$ cat src/rtl/uart_rx_core_pkg.sv
// Shared constants, FSM state type and vote helper for the UART receive engine.
package uart_rx_core_pkg;

  localparam int unsigned OVERSAMPLE = 16;
  localparam logic [3:0]  VOTE_FIRST = 4'd7;
  localparam logic [3:0]  VOTE_MID   = 4'd8;
  localparam logic [3:0]  VOTE_LAST  = 4'd9;
  localparam logic [3:0]  SAMP_LAST  = 4'(OVERSAMPLE - 1);

  typedef enum logic [2:0] {
    StIdle,
    StStart,
    StData,
    StParity,
    StStop
  } rx_state_e;

  function automatic logic majority3(input logic a, input logic b, input logic c);
    return (a & b) | (a & c) | (b & c);
  endfunction

endpackage

$ cat src/rtl/uart_rx_core_sync.sv
// Multi-flop synchroniser for the asynchronous rxd line; resets to the idle (high) level.
module uart_rx_core_sync #(
  parameter int unsigned SYNC_STAGES = 2
) (
  input  logic clk,
  input  logic rst,
  input  logic d,
  output logic q
);

  logic [SYNC_STAGES-1:0] chain_q;

  always_ff @(posedge clk) begin
    if (rst) begin
      chain_q <= '1;
    end else begin
      chain_q <= {chain_q[SYNC_STAGES-2:0], d};
    end
  end

  assign q = chain_q[SYNC_STAGES-1];

endmodule

$ cat src/rtl/uart_rx_core.sv
// UART receive engine: start validation, 3-sample majority vote, 7/8-bit frames,
// optional parity, stop check and a single holding register with error flags.
module uart_rx_core
  import uart_rx_core_pkg::*;
#(
  parameter int unsigned SYNC_STAGES = 2
) (
  input  logic       PCLK,
  input  logic       PRESET,
  input  logic       rx_sample_pulse,
  input  logic       rxd,
  input  logic       data_bits_8,
  input  logic       parity_en,
  input  logic       parity_odd,
  input  logic       rx_ack,
  output logic [7:0] rx_data,
  output logic       rx_valid,
  output logic       parity_err,
  output logic       framing_err,
  output logic       overrun_err,
  output logic       rx_busy
);

  logic rxd_s;

  uart_rx_core_sync #(
    .SYNC_STAGES(SYNC_STAGES)
  ) u_sync (
    .clk(PCLK),
    .rst(PRESET),
    .d  (rxd),
    .q  (rxd_s)
  );

  rx_state_e  state_q, state_d;
  logic [3:0] samp_cnt_q, samp_cnt_d;
  logic [2:0] bit_idx_q, bit_idx_d;
  logic [7:0] shift_q, shift_d;
  logic [1:0] vote_q, vote_d;
  logic       par_bit_q, par_bit_d;
  logic       stop_bit_q, stop_bit_d;
  logic       cfg_8_q, cfg_8_d;
  logic       cfg_pen_q, cfg_pen_d;
  logic       cfg_odd_q, cfg_odd_d;
  logic       armed_q, armed_d;
  logic       done_q, done_d;

  logic [7:0] data_q, data_d;
  logic       valid_q, valid_d;
  logic       perr_q, perr_d;
  logic       ferr_q, ferr_d;
  logic       ovr_q, ovr_d;

  logic       vote;
  logic [2:0] last_idx;
  logic [7:0] frame_data;
  logic       frame_perr;

  assign vote       = majority3(vote_q[0], vote_q[1], rxd_s);
  assign last_idx   = cfg_8_q ? 3'd7 : 3'd6;
  // In 7-bit mode the first data bit lands in shift[1]; bit 7 of the result reads as 0.
  assign frame_data = cfg_8_q ? shift_q : {1'b0, shift_q[7:1]};
  assign frame_perr = cfg_pen_q & ((^frame_data) ^ par_bit_q ^ cfg_odd_q);

  always_comb begin
    state_d    = state_q;
    samp_cnt_d = samp_cnt_q;
    bit_idx_d  = bit_idx_q;
    shift_d    = shift_q;
    vote_d     = vote_q;
    par_bit_d  = par_bit_q;
    stop_bit_d = stop_bit_q;
    cfg_8_d    = cfg_8_q;
    cfg_pen_d  = cfg_pen_q;
    cfg_odd_d  = cfg_odd_q;
    armed_d    = armed_q;
    done_d     = 1'b0;

    if (rx_sample_pulse) begin
      samp_cnt_d = samp_cnt_q + 4'd1;
      if (samp_cnt_q == VOTE_FIRST) vote_d[0] = rxd_s;
      if (samp_cnt_q == VOTE_MID)   vote_d[1] = rxd_s;

      unique case (state_q)
        StIdle: begin
          samp_cnt_d = 4'd0;
          // After a break the line must be seen high before another start is accepted.
          if (rxd_s) begin
            armed_d = 1'b1;
          end else if (armed_q) begin
            state_d   = StStart;
            cfg_8_d   = data_bits_8;
            cfg_pen_d = parity_en;
            cfg_odd_d = parity_odd;
          end
        end
        StStart: begin
          if (samp_cnt_q == VOTE_LAST && vote) begin
            state_d    = StIdle;
            samp_cnt_d = 4'd0;
          end else if (samp_cnt_q == SAMP_LAST) begin
            state_d   = StData;
            bit_idx_d = 3'd0;
          end
        end
        StData: begin
          if (samp_cnt_q == VOTE_LAST) shift_d = {vote, shift_q[7:1]};
          if (samp_cnt_q == SAMP_LAST) begin
            if (bit_idx_q == last_idx) begin
              state_d = cfg_pen_q ? StParity : StStop;
            end else begin
              bit_idx_d = bit_idx_q + 3'd1;
            end
          end
        end
        StParity: begin
          if (samp_cnt_q == VOTE_LAST) par_bit_d = vote;
          if (samp_cnt_q == SAMP_LAST) state_d = StStop;
        end
        StStop: begin
          // Finish mid stop bit so a following start edge is never missed.
          if (samp_cnt_q == VOTE_LAST) begin
            stop_bit_d = vote;
            armed_d    = vote;
            done_d     = 1'b1;
            state_d    = StIdle;
            samp_cnt_d = 4'd0;
          end
        end
        default: state_d = StIdle;
      endcase
    end
  end

  always_comb begin
    data_d  = data_q;
    valid_d = valid_q;
    perr_d  = perr_q;
    ferr_d  = ferr_q;
    ovr_d   = ovr_q;

    if (done_q && (!valid_q || rx_ack)) begin
      data_d  = frame_data;
      perr_d  = frame_perr;
      ferr_d  = ~stop_bit_q;
      valid_d = 1'b1;
      if (valid_q) ovr_d = 1'b0;
    end else if (done_q) begin
      ovr_d = 1'b1;
    end else if (rx_ack && valid_q) begin
      valid_d = 1'b0;
      ovr_d   = 1'b0;
    end
  end

  always_ff @(posedge PCLK) begin
    if (PRESET) begin
      state_q    <= StIdle;
      samp_cnt_q <= 4'd0;
      bit_idx_q  <= 3'd0;
      shift_q    <= 8'd0;
      vote_q     <= 2'b11;
      par_bit_q  <= 1'b0;
      stop_bit_q <= 1'b1;
      cfg_8_q    <= 1'b1;
      cfg_pen_q  <= 1'b0;
      cfg_odd_q  <= 1'b0;
      armed_q    <= 1'b1;
      done_q     <= 1'b0;
      data_q     <= 8'd0;
      valid_q    <= 1'b0;
      perr_q     <= 1'b0;
      ferr_q     <= 1'b0;
      ovr_q      <= 1'b0;
    end else begin
      state_q    <= state_d;
      samp_cnt_q <= samp_cnt_d;
      bit_idx_q  <= bit_idx_d;
      shift_q    <= shift_d;
      vote_q     <= vote_d;
      par_bit_q  <= par_bit_d;
      stop_bit_q <= stop_bit_d;
      cfg_8_q    <= cfg_8_d;
      cfg_pen_q  <= cfg_pen_d;
      cfg_odd_q  <= cfg_odd_d;
      armed_q    <= armed_d;
      done_q     <= done_d;
      data_q     <= data_d;
      valid_q    <= valid_d;
      perr_q     <= perr_d;
      ferr_q     <= ferr_d;
      ovr_q      <= ovr_d;
    end
  end

  assign rx_data     = data_q;
  assign rx_valid    = valid_q;
  assign parity_err  = perr_q;
  assign framing_err = ferr_q;
  assign overrun_err = ovr_q;
  assign rx_busy     = (state_q != StIdle);

endmodule

$ cat config.mk
export PLATFORM = sky130hd
export DESIGN_NAME = uart_rx_core
export DESIGN_NICKNAME = d
export VERILOG_FILES = /design/src/rtl/uart_rx_core_pkg.sv /design/src/rtl/uart_rx_core_sync.sv /design/src/rtl/uart_rx_core.sv
export SDC_FILE = /design/constraint.sdc
export NUM_CORES = 1
export LEC_CHECK = 0
export CAP_MARGIN = 0
export CORE_MARGIN = 5
export CORE_UTILIZATION = 50
export DETAILED_ROUTE_END_ITERATION = 16
export PLACE_DENSITY = 0.78
export SYNTH_ARGS = -nofsm -noshare
export SYNTH_HDL_FRONTEND = slang
export SYNTH_SLANG_ARGS = --single-unit
$ cat constraint.sdc
create_clock -name PCLK -period 3.8 [get_ports PCLK]
set_clock_uncertainty 0.15 [all_clocks]
set_input_delay 0.38 -clock PCLK [delete_from_list [all_inputs] [get_ports PCLK]]
set_output_delay 0.38 -clock PCLK [all_outputs]
set_load 0.01 [all_outputs]
==> results of run 1 <==
## final cells by class
| type | instances | share of cell area (%) |
|---|---|---|
| multi-input cells | 164 | 48.0 |
| flip-flops and latches | 41 | 34.4 |
| repair buffers | 22 | 9.01 |
| clock buffers | 7 | 3.61 |
| well taps | 50 | 2.62 |
| clock inverters | 1 | 1.26 |
| inverters | 7 | 1.10 |
## worst max-delay path, cell delays in order
cell             delay, ps
clkdlybuf4s50_1        750
and4b_1                330
and3_1                 480
mux2i_1                250
nor2_1                  50
## per-stage QoR
stage / cell area [um^2] / worst slack [ps] / hold WS [ps]
finish: 2390 / 1560 / 274
global placement: 2270 / 1350 / 260
global route: 2390 / 1360 / 300
detailed placement: 2270 / 1280 / 253
CTS: 2390 / 1590 / 278
floorplan: 2060 / 2040 / 239
## cell usage in the layout (no fill, tap or decap), drive strengths merged, types with 2 or more instances in the layout
cell / n
o31ai: 2
nand4b: 3
and2: 2
xnor2: 4
a211oi: 10
ha: 4
a21oi: 15
buf: 2
mux2i: 21
and3: 3
nand2: 10
nor3b: 3
a31oi: 3
or2: 3
nor2b: 3
o21bai: 3
clkbuf: 7
nand3: 10
o21a: 2
nor2: 27
clkdlybuf4s50: 20
dfxtp: 41
xnor3: 3
nand2b: 6
o21ai: 8
nand3b: 3
o211ai: 3
inv: 7
## worst max-delay path by stage
stage / startpoint / depth (start not counted) / end / slack (ps)
after floorplan: samp_cnt_q[1]$_SDFFE_PP0P_ / 7 / bit_idx_q[0]$_SDFFE_PP0P_ / 2040
after global placement: rx_sample_pulse / 5 / shift_q[0]$_SDFFE_PP0P_ / 1350
after detailed placement: rx_sample_pulse / 5 / shift_q[3]$_SDFFE_PP0P_ / 1280
after CTS: rx_sample_pulse / 5 / shift_q[5]$_SDFFE_PP0P_ / 1590
after global routing: rx_sample_pulse / 5 / shift_q[4]$_SDFFE_PP0P_ / 1360
final: rx_sample_pulse / 5 / shift_q[4]$_SDFFE_PP0P_ / 1560
## routing by layer
metal  vias up  part of all wire (%)  track usage (%)  wire, um
li1        829                     -                -         -
met1       730                    50             22.1      2020
met2        21                    44             23.8      1760
met3         8                   3.8             4.19       154
met4         0                   2.1             7.11        84
met5         -                     0                0         0
## registers in the layout (all words and copies together) (netlist names)
register	count
rx_data	8
shift_q	8
samp_cnt_q	4
bit_idx_q	3
state_q	3
u_sync.chain_q	2
vote_q	2
armed_q	1
cfg_8_q	1
cfg_odd_q	1
cfg_pen_q	1
done_q	1
framing_err	1
overrun_err	1
par_bit_q	1
parity_err	1
rx_valid	1
stop_bit_q	1
## kinds of logic (layout without fill, tap and decap cells)
family / count (synthesis) / after routing / synth area share (%)
and+or+nand+nor: 80 / 80 / 21.0
AOI/OAI and AO/OA: 50 / 50 / 16.0
DFF: 41 / 41 / 39.8
muxes: 21 / 21 / 10.2
buffers and inverters: 21 / 37 / 4.61
xor gates and xnor gates: 8 / 8 / 5.40
adders and majority gates: 5 / 5 / 2.97
## power by group
part	internal, mW	switching, mW
clock	0.214	0.150
sequential	0.432	0.00542
combinational	0.0215	0.0219
==> flow_summary.toml, run 1 <==
[synthesis]
synth_edf_count = 0
yosys_warnings = 0
synth.top_cells.by_area = "dfxtp_1 40%, mux2i_1 10%, nor2_1 4.9%"
async_flop_share_pct = 0
ys_types = 46
syn-num-nets = 238
ys_ff_latch = 41
avgSynthCellArea_um2 = 9.13
synth_area_um2 = 2060
synth_top_area_share_pct = 39.8
synth.yosys.seq_area_share_pct = 39.8
ys.flop_type = "dfxtp_1"
synth.largest_area_cell = "dfxtp_1"
yosysMostFrequentCell = "dfxtp_1"
synth_cells = 226
yosys-top-cells-count = "41 x dfxtp_1, 27 x nor2_1, 21 x mux2i_1, 15 x a21oi_1"

[clock_network]
clock_latency_ps = 300
post_cts_buffers = 0
clk_pin_slew_ps = 80
cts_root_buf = "clkbuf_8"
cts_tree = "done"
post_cts_resized = 0
numCtsBuffers = 5
clockBufferDepth = 2
htreeDepth = 2
cts.sinks = 41
ctsHoldBuffers = 0

[global_routing]
grt_overflow = 0
grt_usage_pct = 16.1
grt_pass1_wl_mm = 6.87
grt_max_degree = 19
grt_pass1_vias = 1441
antenna_found_initial = 0

[placement]
portBuffers = 20
gp_routability_congestion = 0.853
dp_hpwl_mm = 2.83
dp.cells = 284

[timing]
slew_viol_final = 0
worst_pin_slew_ps = 619
min_period_ps = 2240
rsz0062_at_grt = "no"
setup-tns-final_ps = 0
post-route-period-util_pct = 58.8
finalSetupViolCount = 0
finalHoldViolations = 0
max_freq_ghz = 0.447
slew_headroom_pct = 58.7

[drt]
firstDrtPassIters = 4
antenna_left = 0
vias = 1588
avgViaCountPerCell = 5.44
drt_iter0_drc = 59
drt_wl_total_mm = 4.02
avgRoutedWirePerCell_um = 13.8
drc = 0

[finish]
drive_gt1_share_pct = 7.02
synthToLayoutAreaGrowth_pct = 15.8
nFillCells = 346
final_cells = 292
regArea_um2 = 821
nNetsFinal = 253
multiInputGateArea_um2 = 1150
utilization_pct = 59.7
antenna-diode-count = 0

[floorplan]
die_h_um = 74.2
die-area_um2 = 5510
die_w_um = 74.2
core_um2 = 4000
start_util_pct = 51.6
rows = 23
ios = 21

[power]
finalPower_mw = 0.846
ir_worst_vdd_v = 0.000140
p_leak_nw = 0.867
power_per_cell_area_nw_per_um2 = 354

[critical_path]
r2r-end = "state_q[2]$_SDFFE_PP0P_"
critical_path_arrival_ps = 2260
worstSetupStartpointType = "input port"
reg2reg_depth = 5
ff2ff_setup_slack_ps = 1700
cp_max_fo = 16
cp.required_ps = 3820
critPathKind = "input port to flop"
r2r-start = "cfg_8_q$_SDFFE_PP1P_"
endpoint_kind = "flop"

[hold_path]
min_path_type = "flop to flop"
hold_start = "u_sync.chain_q[0]$_SDFF_PP1_"
whs_endpoint = "u_sync.chain_q[1]$_SDFF_PP1_"
holdPathStages = 1

[flow_run]
drv_cap = 0

[status]
status = "finished, final reports clean"
No activity file was read; power rests on OpenSTA's default activity.
==> run 2: changes to the inputs <==
--- a/config.mk
+++ b/config.mk
@@ -9,7 +9,7 @@
 export CORE_MARGIN = 5
 export CORE_UTILIZATION = 50
 export DETAILED_ROUTE_END_ITERATION = 16
-export PLACE_DENSITY = 0.78
+export PLACE_DENSITY = 0.8
 export SYNTH_ARGS = -nofsm -noshare
 export SYNTH_HDL_FRONTEND = slang
 export SYNTH_SLANG_ARGS = --single-unit
==> constraint.sdc (replaced) <==
create_clock -name PCLK -period 2.05 [get_ports PCLK]
set_clock_uncertainty 0.15 [all_clocks]
set_input_delay 0.205 -clock PCLK [delete_from_list [all_inputs] [get_ports PCLK]]
set_output_delay 0.205 -clock PCLK [all_outputs]
set_load 0.01 [all_outputs]
==> run 2 against run 1 <==
Against the previous run: sequential cell count unchanged; via count grew 1.7%; register-to-register slack got worse by 1600 ps; core utilization up 1.1 points; cell count up 2.4%; critical endpoint is now rx_busy; largest power group unchanged; highest routed layer unchanged.
==> flow_summary.toml, run 2 (same netlist as run 1, synthesis figures left out) <==
[timing]
finalSetupViolCount = 0
rsz0062_at_grt = "no"
max_freq_ghz = 0.511
worst_pin_slew_ps = 369
setup-tns-final_ps = 0
finalHoldViolations = 0
min_period_ps = 1960
whs_ps = 268
post-route-period-util_pct = 95.6
slew_headroom_pct = 75.4
slew_viol_final = 0

[drt]
drt_iter0_drc = 129
firstDrtPassIters = 4
drt_wl_total_mm = 4.18
antenna_left = 0
avgViaCountPerCell = 5.40
drc = 0
vias = 1615
avgRoutedWirePerCell_um = 14.0

[clock_network]
clock_latency_ps = 300
post_cts_resized = 0
cts_root_buf = "clkbuf_8"
ctsHoldBuffers = 0
post_cts_buffers = 0
cts.sinks = 41
htreeDepth = 2
numCtsBuffers = 5
cts_tree = "done"
clk_pin_slew_ps = 80
clockBufferDepth = 2

[power]
power_per_cell_area_nw_per_um2 = 601
p_int_mw = 1.12
p_clk_share_pct = 38.4
pwr-share-seq_pct = 55.3
combPwrFrac_pct = 6.3
switchingPower_mw = 0.341
ir_worst_vdd_v = 0.000347
swShare_pct = 23.3
p_leak_nw = 0.899

[finish]
utilization_pct = 60.8
multiInputGateArea_um2 = 1150
drive_gt1_share_pct = 10.0
nNetsFinal = 260
layout_common_cells = "41 x dfxtp_1, 27 x nor2_1, 21 x mux2i_1"
synthToLayoutAreaGrowth_pct = 18.0
nFillCells = 355
antenna-diode-count = 0
regArea_um2 = 821
final_common_cell = "dfxtp_1"

[global_routing]
grt_overflow = 0
grt_pass1_wl_mm = 7.12
grt_pass1_vias = 1513
antenna_found_initial = 0
grt_usage_pct = 16.9
grt_max_degree = 23

[hold_path]
min_path_type = "flop to flop"

[critical_path]
endpoint_kind = "output port"
cp.required_ps = 1690
worstSetupStartpointType = "flop"
crit_chain = "or3_4 -> clkdlybuf4s50_1"
critical_path_arrival_ps = 1600
critPathKind = "flop to output port"
slowest_stage = "clkdlybuf4s50_1"
cp_max_fo = 9
critPathMaxStageDelay_ps = 490

[flow_run]
drv_cap = 0

[status]
status = "finished, final reports clean"

[floorplan]
core_um2 = 4000
ios = 21
start_util_pct = 51.6
die-area_um2 = 5510
rows = 23
die_w_um = 74.2
die_h_um = 74.2

[placement]
portBuffers = 20
gp_routability_congestion = 0.852
dp_hpwl_mm = 3.02
==> run 2: changes by cell type in the layout (fill, tap and decap cells not counted) <==
| cell | before | now |
|---|---|---|
| clkinv_2 | 0 | 1 |
| clkinv_4 | 0 | 1 |
| buf_4 | 2 | 8 |
| buf_12 | 0 | 1 |
| clkbuf_1 | 1 | 0 |
| bufinv_16 | 1 | 0 |
==> run 2: cell type report <==
| type | instances | area share [%] |
|---|---|---|
| Tap cell | 50 | 2.57 |
| Sequential cell | 41 | 33.7 |
| Multi-Input combinational cell | 164 | 47.1 |
| Clock inverter | 2 | 0.566 |
| Inverter | 7 | 1.08 |
| Timing Repair Buffer | 29 | 11.5 |
| Clock buffer | 6 | 3.39 |
==> run 2: worst max-delay path, delay by kind of cell (launching register included) <==
family	cells	cell delay, ps
simple gates	1	430
buf+inv	1	490
flops	1	390
==> run 2: metrics by stage <==
stage | cells | worst slack (ps) | total power [mW] | area, um^2
3_3_place_gp | 291 | 146 | 0.919 | 2340
4_1_cts | 299 | 77.9 | 1.48 | 2430
2_1_floorplan | 226 | 288 | 0.883 | 2060
5_1_grt | 299 | 12.9 | 1.52 | 2430
3_5_place_dp | 291 | 69.4 | 0.919 | 2340
6_report | 299 | 91.2 | 1.46 | 2430
==> run 2: worst paths after layout <==
check,start,endpoint,slack [ps],cells after the start
max,state_q[0]$_SDFFE_PP0P_,rx_busy,90,2
min,u_sync.chain_q[0]$_SDFF_PP1_,u_sync.chain_q[1]$_SDFF_PP1_,270,1
max reg2reg,samp_cnt_q[1]$_SDFFE_PP0P_,bit_idx_q[1]$_SDFFE_PP0P_,120,7
min reg2reg,u_sync.chain_q[0]$_SDFF_PP1_,u_sync.chain_q[1]$_SDFF_PP1_,270,1
==> run 2: metal layers <==
| metal | vias up | GRT usage [%] | share of wire (%) | wire (um) |
|---|---|---|---|---|
| li1 | 845 | - | - | - |
| met5 | - | 0 | 0 | 0 |
| met1 | 734 | 22.4 | 49 | 2040 |
| met4 | 0 | 6.72 | 1.6 | 68 |
| met3 | 7 | 5.14 | 5.0 | 208 |
| met2 | 29 | 25.8 | 44 | 1860 |
==> run 2: power by group through the flow <==
stage	registers, mW	clock network [mW]	logic, mW
after floorplan	0.823	0	0.0596
after global placement	0.827	0	0.0922
after detailed placement	0.827	0	0.0924
after CTS	0.808	0.580	0.0929
after global routing	0.810	0.612	0.101
final	0.808	0.562	0.0923
==> run 3: changes to the inputs <==
--- a/config.mk
+++ b/config.mk
@@ -5,8 +5,8 @@
 export SDC_FILE = /design/constraint.sdc
 export NUM_CORES = 1
 export LEC_CHECK = 0
+export ABC_AREA = 1
 export CAP_MARGIN = 0
-export CORE_MARGIN = 5
 export CORE_UTILIZATION = 50
 export DETAILED_ROUTE_END_ITERATION = 16
 export PLACE_DENSITY = 0.8
==> run 3 against run 2 <==
Against the previous run: sequential share of layout area about the same; critical path type unchanged; global-route usage increased by 5.0 points; largest cell class unchanged; synthesized cell count increased by 39%; via count increased by 22%.
==> flow_summary.toml, run 3 <==
[floorplan]
start_util_pct = 52.6
die_w_um = 67.1
core_um2 = 4030
ios = 21
die_h_um = 67.1
rows = 23
die-area_um2 = 4500

[flow_run]
drv_cap = 0

[critical_path]
crit_family = "buffers and inverters"
cp_max_fo = 7
worstSetupStartpointType = "flop"
endpoint_kind = "output port"
critPathMaxStageDelay_ps = 550
critical_path_arrival_ps = 1510
slowest_stage = "clkdlybuf4s50_1"
critPathKind = "flop to output port"
crit_chain = "nor2_1 -> nand2_1 -> clkdlybuf4s50_1"
crit_buf_inv = 1
cp.required_ps = 1690

[status]
status = "finished, final reports clean"

[drt]
avgRoutedWirePerCell_um = 11.6
firstDrtPassIters = 5
drt_iter0_drc = 110
antenna_left = 0
drc = 0
vias = 1971
drt_wl_total_mm = 4.45
avgViaCountPerCell = 5.12

[clock_network]
clk_pin_slew_ps = 80
cts_tree = "done"
cts.sinks = 41
post_cts_buffers = 0
htreeDepth = 2
post_cts_resized = 0
cts_root_buf = "clkbuf_8"
clock_latency_ps = 290
numCtsBuffers = 5
clockBufferDepth = 2
ctsHoldBuffers = 0

[synthesis]
synth_top_area_share_pct = 38.7
syn-num-nets = 326
synth.top_cells.by_area = "dfxtp_1 39%, nand2_1 19%, a21oi_1 9.2%"
avgSynthCellArea_um2 = 6.75
yosysMostFrequentCell = "nand2_1"
ys_ff_latch = 41
synth_area_um2 = 2120
async_flop_share_pct = 0
ys_types = 31
yosys-top-cells-count = "106 x nand2_1, 41 x dfxtp_1, 39 x a21oi_1, 31 x inv_1, 24 x o21ai_0"
synth.yosys.seq_area_share_pct = 38.7
synth_edf_count = 0
yosys_warnings = 0
synth_cells = 314
synth.largest_area_cell = "dfxtp_1"
ys.flop_type = "dfxtp_1"

[power]
combPwrFrac_pct = 23.6
switchingPower_mw = 0.620
finalPower_mw = 1.91
p_leak_nw = 1.04
p_clk_share_pct = 29.3
pwr-share-seq_pct = 47.1
p_int_mw = 1.29
ir_worst_vdd_v = 0.000456
power_per_cell_area_nw_per_um2 = 782
swShare_pct = 32.5

[timing]
slew_viol_final = 0
max_freq_ghz = 0.537
slew_headroom_pct = 60.8
post-route-period-util_pct = 90.9
setup-tns-final_ps = 0
finalSetupViolCount = 0
min_period_ps = 1860
worst_pin_slew_ps = 582
rsz0062_at_grt = "no"
finalHoldViolations = 0

[finish]
layout_common_cells = "106 x nand2_1, 40 x dfxtp_1, 39 x a21oi_1"
nNetsFinal = 346
drive_gt1_share_pct = 8.06
synthToLayoutAreaGrowth_pct = 15.0
antenna-diode-count = 0
final_common_cell = "nand2_1"

[global_routing]
grt_pass1_vias = 1738
antenna_found_initial = 0
grt_overflow = 0
grt_max_degree = 26
grt_usage_pct = 21.9
grt_pass1_wl_mm = 7.39

[placement]
gp_routability_congestion = 0.890
dp_hpwl_mm = 3.28
portBuffers = 20

[hold_path]
min_path_type = "flop to flop"
-- run 3: worst paths after layout --
path                                start                           end  slack [ps]  cells past startpoint
max               state_q[1]$_SDFFE_PP0P_                       rx_busy         190                      3
min          u_sync.chain_q[0]$_SDFF_PP1_  u_sync.chain_q[1]$_SDFF_PP1_         280                      1
max reg2reg  u_sync.chain_q[1]$_SDFF_PP1_       state_q[2]$_SDFFE_PP0P_         290                      8
min reg2reg  u_sync.chain_q[0]$_SDFF_PP1_  u_sync.chain_q[1]$_SDFF_PP1_         280                      1
-- run 3: final cells by class --
type / instances / area (um^2)
tap: 50 / 62.6
fill: 401 / 1590
inverter: 34 / 128
sequential: 41 / 822
clock inverter: 2 / 13.8
clock buffer: 6 / 82.6
timing repair buffer: 24 / 230
multi-input combinational: 228 / 1100
-- run 3: through the flow --
| step | setup WS (ps) | area, um^2 | utilization, % | hold WS (ps) | cells |
|---|---|---|---|---|---|
| 2_1_floorplan | 545 | 2120 | - | 155 | 314 |
| 3_3_place_gp | 277 | 2340 | 58.1 | 244 | 377 |
| 3_5_place_dp | 245 | 2340 | 58.1 | 262 | 377 |
| 4_1_cts | 42.0 | 2440 | 60.5 | 284 | 385 |
| 5_1_grt | 96.8 | 2440 | 60.5 | 286 | 385 |
| 6_report | 187 | 2440 | 60.5 | 276 | 385 |
-- run 3: cell families after synthesis --
kind of cell	share of synthesized area, %
and+or+nand+nor	31.1
AOI/OAI and AO/OA	17.6
buffers and inverters	9.45
DFF	38.7
adders and majority gates	2.36
xor gates and xnor gates	0.827
-- run 3: power groups by stage --
stage	clock (mW)	combinational, mW	sequential [mW]
after floorplan	0	0.376	0.889
after global routing	0.603	0.515	0.907
after detailed placement	0	0.446	0.915
after global placement	0	0.441	0.912
final	0.559	0.450	0.898
after CTS	0.575	0.449	0.896
-- run 3: worst reg2reg max path, stage by stage, from the launching register on --
cell	delay, ps
dfxtp_1	420
a21o_1	140
o21ai_0	220
o21ai_1	280
nand2_1	80
nand2_1	160
nand3_1	100
nand2_1	70
nor2_1	40
-- run 3: routing by layer --
layer,wire length (um),GRT usage [%],vias to the layer above,share of wire (%)
met4,107,9.31,0,2.4
met5,0,0,-,0
met1,2070,26.5,857,47
met3,219,5.14,9,4.9
li1,-,-,1050,-
met2,2050,36.6,55,46
